File: src/rtl/packetizer_buf.sv
// Fabric-port transmit packetizer: formats a user word into a 4-flit NoC packet
// and holds it in a 2-entry elastic buffer in front of a valid/ready output.
module packetizer_buf #(
  parameter int unsigned WIDTH_PKT        = 36,
  parameter int unsigned WIDTH_DATA       = 12,
  parameter int unsigned VC_ADDRESS_WIDTH = 1,
  parameter int unsigned ADDRESS_WIDTH    = 4,
  parameter int unsigned VC_MODE          = 0
) (
  input  logic                        clk,
  input  logic                        rst_n,
  input  logic [WIDTH_DATA-1:0]       i_data_in,
  input  logic [ADDRESS_WIDTH-1:0]    i_dest_in,
  input  logic [VC_ADDRESS_WIDTH-1:0] i_vc_in,
  input  logic                        i_valid_in,
  output logic                        i_ready_out,
  output logic [WIDTH_PKT-1:0]        o_packet_out,
  output logic                        o_valid_out,
  input  logic                        o_ready_in
);

  localparam int unsigned WIDTH_FLIT     = WIDTH_PKT / 4;
  localparam int unsigned WIDTH_DATA_IDL = WIDTH_PKT - 12 - 4 * VC_ADDRESS_WIDTH - ADDRESS_WIDTH;
  localparam int unsigned HEAD_BITS      = WIDTH_FLIT - 3 - VC_ADDRESS_WIDTH - ADDRESS_WIDTH;
  localparam int unsigned BODY_BITS      = WIDTH_FLIT - 3 - VC_ADDRESS_WIDTH;

  logic [VC_ADDRESS_WIDTH-1:0] vc_sel;
  logic [VC_ADDRESS_WIDTH-1:0] rr_vc_q;
  logic [WIDTH_DATA_IDL-1:0]   full_data;
  logic [WIDTH_PKT-1:0]        pkt_fmt;
  logic [WIDTH_PKT-1:0]        mem_q [2];
  logic                        wr_ptr_q;
  logic                        rd_ptr_q;
  logic [1:0]                  count_q;
  logic                        push;
  logic                        pop;

  assign push         = i_valid_in & i_ready_out;
  assign pop          = o_valid_out & o_ready_in;
  // Ready comes from the registered count only, so it never combinationally follows o_ready_in.
  assign i_ready_out  = (count_q < 2'd2) & rst_n;
  assign o_valid_out  = (count_q != 2'd0);
  assign o_packet_out = o_valid_out ? mem_q[rd_ptr_q] : '0;

  assign vc_sel = (VC_MODE != 0) ? rr_vc_q : i_vc_in;

  always_comb begin
    full_data = '0;
    full_data[WIDTH_DATA_IDL-1 -: WIDTH_DATA] = i_data_in;
    // Flit control bits are {valid, head, tail}; payload is sliced MSB-first across flits.
    pkt_fmt = {3'b110, vc_sel, i_dest_in, full_data[WIDTH_DATA_IDL-1 -: HEAD_BITS],
               3'b100, vc_sel, full_data[WIDTH_DATA_IDL-1-HEAD_BITS -: BODY_BITS],
               3'b100, vc_sel, full_data[WIDTH_DATA_IDL-1-HEAD_BITS-BODY_BITS -: BODY_BITS],
               3'b101, vc_sel, full_data[BODY_BITS-1:0]};
  end

  always_ff @(posedge clk or negedge rst_n) begin
    if (!rst_n) begin
      mem_q[0] <= '0;
      mem_q[1] <= '0;
      wr_ptr_q <= 1'b0;
      rd_ptr_q <= 1'b0;
      count_q  <= 2'd0;
      rr_vc_q  <= '0;
    end else begin
      if (push) begin
        mem_q[wr_ptr_q] <= pkt_fmt;
        wr_ptr_q        <= ~wr_ptr_q;
      end
      if (pop) begin
        rd_ptr_q <= ~rd_ptr_q;
      end
      unique case ({push, pop})
        2'b10:   count_q <= count_q + 2'd1;
        2'b01:   count_q <= count_q - 2'd1;
        default: count_q <= count_q;
      endcase
      if (push && (VC_MODE != 0)) begin
        rr_vc_q <= rr_vc_q + VC_ADDRESS_WIDTH'(1);
      end
    end
  end

endmodule

File: config.mk
export PLATFORM = sky130hd
export DESIGN_NAME = packetizer_buf
export DESIGN_NICKNAME = d
export VERILOG_FILES = /design/src/rtl/packetizer_buf.sv
export SDC_FILE = /design/constraint.sdc
export NUM_CORES = 1
export LEC_CHECK = 0
export ABC_AREA = 1
export CAP_MARGIN = 10
export CORE_MARGIN = 5
export CORE_UTILIZATION = 48
export DETAILED_ROUTE_END_ITERATION = 6
export GPL_TIMING_DRIVEN = 0
export HOLD_SLACK_MARGIN = 0.15
export PLACE_DENSITY = 0.8
export SLEW_MARGIN = 20
export SYNTH_ARGS = -nofsm -noshare
export SYNTH_HDL_FRONTEND = slang
export SYNTH_SLANG_ARGS = --single-unit
export TNS_END_PERCENT = 100
File: constraint.sdc
create_clock -name clk -period 2.3 [get_ports clk]
set_clock_uncertainty 0.15 [all_clocks]
set_input_delay 0.46 -clock clk [delete_from_list [all_inputs] [get_ports clk]]
set_output_delay 0.46 -clock clk [all_outputs]
set_load 0.02 [all_outputs]
==> qor.json <==
{
  "status": {"value": "finished clean"},
  "cts_root_buffer": {"value": "sky130_fd_sc_hd__clkbuf_8"},
  "core_region_area": {"value": 4380, "unit": "um^2"},
  "critPathKind": {"value": "flip-flop to primary output"},
  "crit_arrival": {"value": 1.64, "unit": "ns"},
  "comb_power_share": {"value": 58.4, "unit": "%"},
  "tightest_slew": {"value": 0.646, "unit": "ns"},
  "routed_wl": {"value": 5880, "unit": "um"},
  "ys_top_cells_by_area": {"value": "sky130_fd_sc_hd__dfrtp_1 (46%), sky130_fd_sc_hd__nand2_1 (20%), sky130_fd_sc_hd__nand4_1 (10%)"},
  "count_of_max_cap_constraint_violations": {"value": 0},
  "worst_hold_path.num_cells": {"value": 2},
  "number_of_distinct_library_cells_after_synthesis": {"value": 23},
  "drtPass1Iterations": {"value": 4},
  "synthArstFlopShare": {"value": 100, "unit": "%"},
  "timing.final.setup_violations": {"value": 0},
  "drv_slew": {"value": 0},
  "via_count": {"value": 2038},
  "routed_wire_length_per_instance": {"value": 15.0, "unit": "um"},
  "layout.cells.non_filler": {"value": 393},
  "synthFlopType": {"value": "sky130_fd_sc_hd__dfrtp_1"},
  "synth_commonest_cells": {"value": "sky130_fd_sc_hd__nand2_1 (114), sky130_fd_sc_hd__dfrtp_1 (40), sky130_fd_sc_hd__nand4_1 (35)"},
  "drt-vias-per-instance": {"value": 5.19},
  "met3_length": {"value": 412, "unit": "um"},
  "route.met2.wl": {"value": 2980, "unit": "um"},
  "synth_xor_area_share": {"value": 0.403, "unit": "%"},
  "die_h": {"value": 77.3, "unit": "um"},
  "synth.yosys.seq_area_share": {"value": 46.1, "unit": "%"},
  "yosys.area_share.adder": {"value": 0.576, "unit": "%"},
  "antennaDiodeCount": {"value": 0},
  "worst_path_clk_slew": {"value": 0.07, "unit": "ns"},
  "part_of_the_total_power_dissipated_in_the_clock_network": {"value": 13.4, "unit": "%"},
  "worst_setup_path_start_kind": {"value": "flip-flop"},
  "areaGrowthSynthToFinish": {"value": 39.6, "unit": "%"},
  "p_total": {"value": 4.28, "unit": "mW"},
  "ys_warnings": {"value": 0},
  "clk_latency": {"value": 0.30, "unit": "ns"},
  "power.leakage": {"value": 1.58, "unit": "nW"},
  "area_share_of_the_largest_cell_type_after_synthesis": {"value": 46.1, "unit": "%"},
  "netlist.top_cell.by_area": {"value": "sky130_fd_sc_hd__dfrtp_1"},
  "intPower": {"value": 2.44, "unit": "mW"},
  "final_min_period_over_clock_period": {"value": 97.8, "unit": "%"},
  "dpl.hpwl": {"value": 3870, "unit": "um"},
  "wirelength_met1": {"value": 2400, "unit": "um"},
  "synth_top_family_by_area": {"value": "simple AND/OR/NAND/NOR gates"},
  "worst_case_clock_buffer_depth": {"value": 2},
  "power.share.sequential": {"value": 28.2, "unit": "%"},
  "top_level_ports": {"value": 59},
  "globalRouteTotalUtil": {"value": 20.2, "unit": "%"},
  "grt_max_degree": {"value": 15},
  "first_iter_violations": {"value": 196},
  "number_of_global_route_vias_before_repair": {"value": 2044},
  "numCtsBuffers": {"value": 5},
  "hold_path.class": {"value": "flip-flop to flip-flop"},
  "switching_power": {"value": 1.84, "unit": "mW"},
  "synth_simple_gate_area_share": {"value": 32.9, "unit": "%"},
  "max_freq": {"value": 0.445, "unit": "GHz"},
  "dp_worst_setup_slack": {"value": -0.474, "unit": "ns"},
  "synth_enable_flop_cells": {"value": 0},
  "htree_num_levels": {"value": 2},
  "grt_pass1_wl": {"value": 9720, "unit": "um"},
  "finalWorstSetupSlack": {"value": 0.0503, "unit": "ns"},
  "max_slew_margin": {"value": 56.8, "unit": "%"},
  "fp.dieW": {"value": 77.3, "unit": "um"},
  "synth_compound_area_share": {"value": 4.61, "unit": "%"},
  "synthCells": {"value": 262},
  "crit_path_max_fanout": {"value": 10},
  "cts_tree": {"value": "yes"},
  "power_switching_share": {"value": 43.0, "unit": "%"},
  "layout_min_cycle_time": {"value": 2.25, "unit": "ns"},
  "synthMostInstantiatedCell": {"value": "sky130_fd_sc_hd__nand2_1"},
  "floorplan.initialDensity": {"value": 49.5, "unit": "%"},
  "synth.mux.area_fraction": {"value": 0, "unit": "%"},
  "post_synth.cell_area_avg": {"value": 8.29, "unit": "um^2"},
  "number_of_placed_cells_counting_well_taps": {"value": 371},
  "proportion_of_layout_cells_with_a_drive_suffix_above_1": {"value": 21.4, "unit": "%"},
  "postLayoutCellArea": {"value": 3030, "unit": "um^2"},
  "postSynthRegisterBits": {"value": 40},
  "reg2reg_depth": {"value": 8},
  "antenna_left": {"value": 0},
  "row_count": {"value": 24},
  "routed.top_layer": {"value": "met4"},
  "finish.net_count": {"value": 362},
  "die_footprint": {"value": 5970, "unit": "um^2"},
  "grt_setup_unrepaired": {"value": "true"},
  "initial_antenna_violation_count": {"value": 0},
  "tritoncts_num_sinks": {"value": 40},
  "worst_ep_required_time": {"value": 1.69, "unit": "ns"},
  "vdd_drop_max": {"value": 0.000629, "unit": "V"},
  "total_drc_errors_in_the_routed_layout": {"value": 0},
  "placement.io_buffers": {"value": 47},
  "gp_congestion": {"value": 0.815},
  "pwr_density_cell": {"value": 1410, "unit": "nW/um^2"},
  "finalHoldViolCount": {"value": 0},
  "gr-total-overflow": {"value": 0},
  "post_dp_cell_area": {"value": 2760, "unit": "um^2"},
  "crit_path_end_kind": {"value": "primary output"},
  "synth.cell_area": {"value": 2170, "unit": "um^2"}
}
cell type report:
cell class,count,area [um^2]
flip-flops and latches,40,1000
fillers,374,1350
multi-input cells,187,891
clock inverters,2,35.0
inverters,10,68.8
well taps,52,65.1
repair buffers,62,603
clock buffers,6,72.6
plain buffers,34,294
critical path: stages, from the launching register on:
cell	delay, ns
sky130_fd_sc_hd__dfrtp_1	0.43
sky130_fd_sc_hd__clkbuf_8	0.19
sky130_fd_sc_hd__o21ai_2	0.13
sky130_fd_sc_hd__a21oi_2	0.06
sky130_fd_sc_hd__buf_4	0.15
sky130_fd_sc_hd__buf_4	0.12
sky130_fd_sc_hd__buf_4	0.12
sky130_fd_sc_hd__buf_4	0.15
metrics by stage:
| stage | util (%) | hold WS (ns) | setup TNS [ns] |
|---|---|---|---|
| 3_5_place_dp | 62.9 | 0.247 | -5.73 |
| 5_1_grt | 69.1 | 0.343 | -0.0118 |
| 2_1_floorplan | - | 0.0144 | 0 |
| 3_3_place_gp | 62.5 | 0.288 | -74.47 |
| 6_report | 69.1 | 0.318 | 0 |
| 4_1_cts | 68.3 | 0.324 | -0.00290 |
worst paths after layout:
check | to | start | slack, ns
setup / recovery | o_packet_out[34] | rd_ptr_q$_DFFE_PN0P_ | 0.05
hold / removal | mem_q[34]$_DFFE_PN0P_ | mem_q[34]$_DFFE_PN0P_ | 0.32
setup reg to reg | count_q[1]$_DFFE_PN0P_ | count_q[1]$_DFFE_PN0P_ | 0.45
hold reg to reg | mem_q[34]$_DFFE_PN0P_ | mem_q[34]$_DFFE_PN0P_ | 0.32
max in group asynchronous | count_q[1]$_DFFE_PN0P_ | rst_n | 0.95
min in group asynchronous | count_q[0]$_DFFE_PN0P_ | rst_n | 0.60
power groups by stage:
stage | Clock [mW] | Sequential, mW | Combinational (mW)
5_1_grt | 0.605 | 1.24 | 2.73
3_5_place_dp | 0 | 1.21 | 2.42
2_1_floorplan | 0 | 1.17 | 1.52
3_3_place_gp | 0 | 1.20 | 2.39
4_1_cts | 0.572 | 1.21 | 2.42
6_report | 0.572 | 1.21 | 2.50
flip-flops by register name, indices dropped and copies added, names as in the netlist:
| name | count |
|---|---|
| count_q | 2 |
| mem_q | 36 |
| rd_ptr_q | 1 |
| wr_ptr_q | 1 |
cell usage in the layout (no fill, tap or decap), types with 2 or more instances in the layout:
cell / n
sky130_fd_sc_hd__nand2_1: 114
sky130_fd_sc_hd__dfrtp_1: 39
sky130_fd_sc_hd__buf_4: 38
sky130_fd_sc_hd__nand4_1: 35
sky130_fd_sc_hd__clkdlybuf4s50_1: 19
sky130_fd_sc_hd__dlygate4sd2_1: 19
sky130_fd_sc_hd__a21oi_1: 16
sky130_fd_sc_hd__conb_1: 10
sky130_fd_sc_hd__clkbuf_8: 8
sky130_fd_sc_hd__inv_1: 6
sky130_fd_sc_hd__clkdlybuf4s15_2: 5
sky130_fd_sc_hd__buf_6: 4
sky130_fd_sc_hd__dlygate4sd3_1: 3
sky130_fd_sc_hd__inv_4: 2
sky130_fd_sc_hd__nor2_4: 2
sky130_fd_sc_hd__a21oi_2: 2
sky130_fd_sc_hd__nand4_4: 2
sky130_fd_sc_hd__bufinv_16: 2
cell families after synthesis:
family	Yosys count
XOR/XNOR	1
buffers and inverters	44
AND/OR/NAND/NOR	155
other	1
AO/OA/AOI/OAI	20
adder cells (fa/ha/maj)	1
flip-flops	40
layer usage:
layer | vias to the layer above | track usage, %
met5 | - | 0
met4 | 0 | 4.64
met3 | 7 | 5.15
met2 | 69 | 35.6
met1 | 968 | 24.6
li1 | 994 | -
repair_timing:
action                                  CTS  global route
gates cloned                              1             0
buffers inserted                          6             4
hold buffers                              3             0
endpoints found under the setup margin   27             8
resized for setup                        57             4
endpoints found under the hold margin    26             0
pin swaps                                 2             2
(Power assumes the default switching activity.)
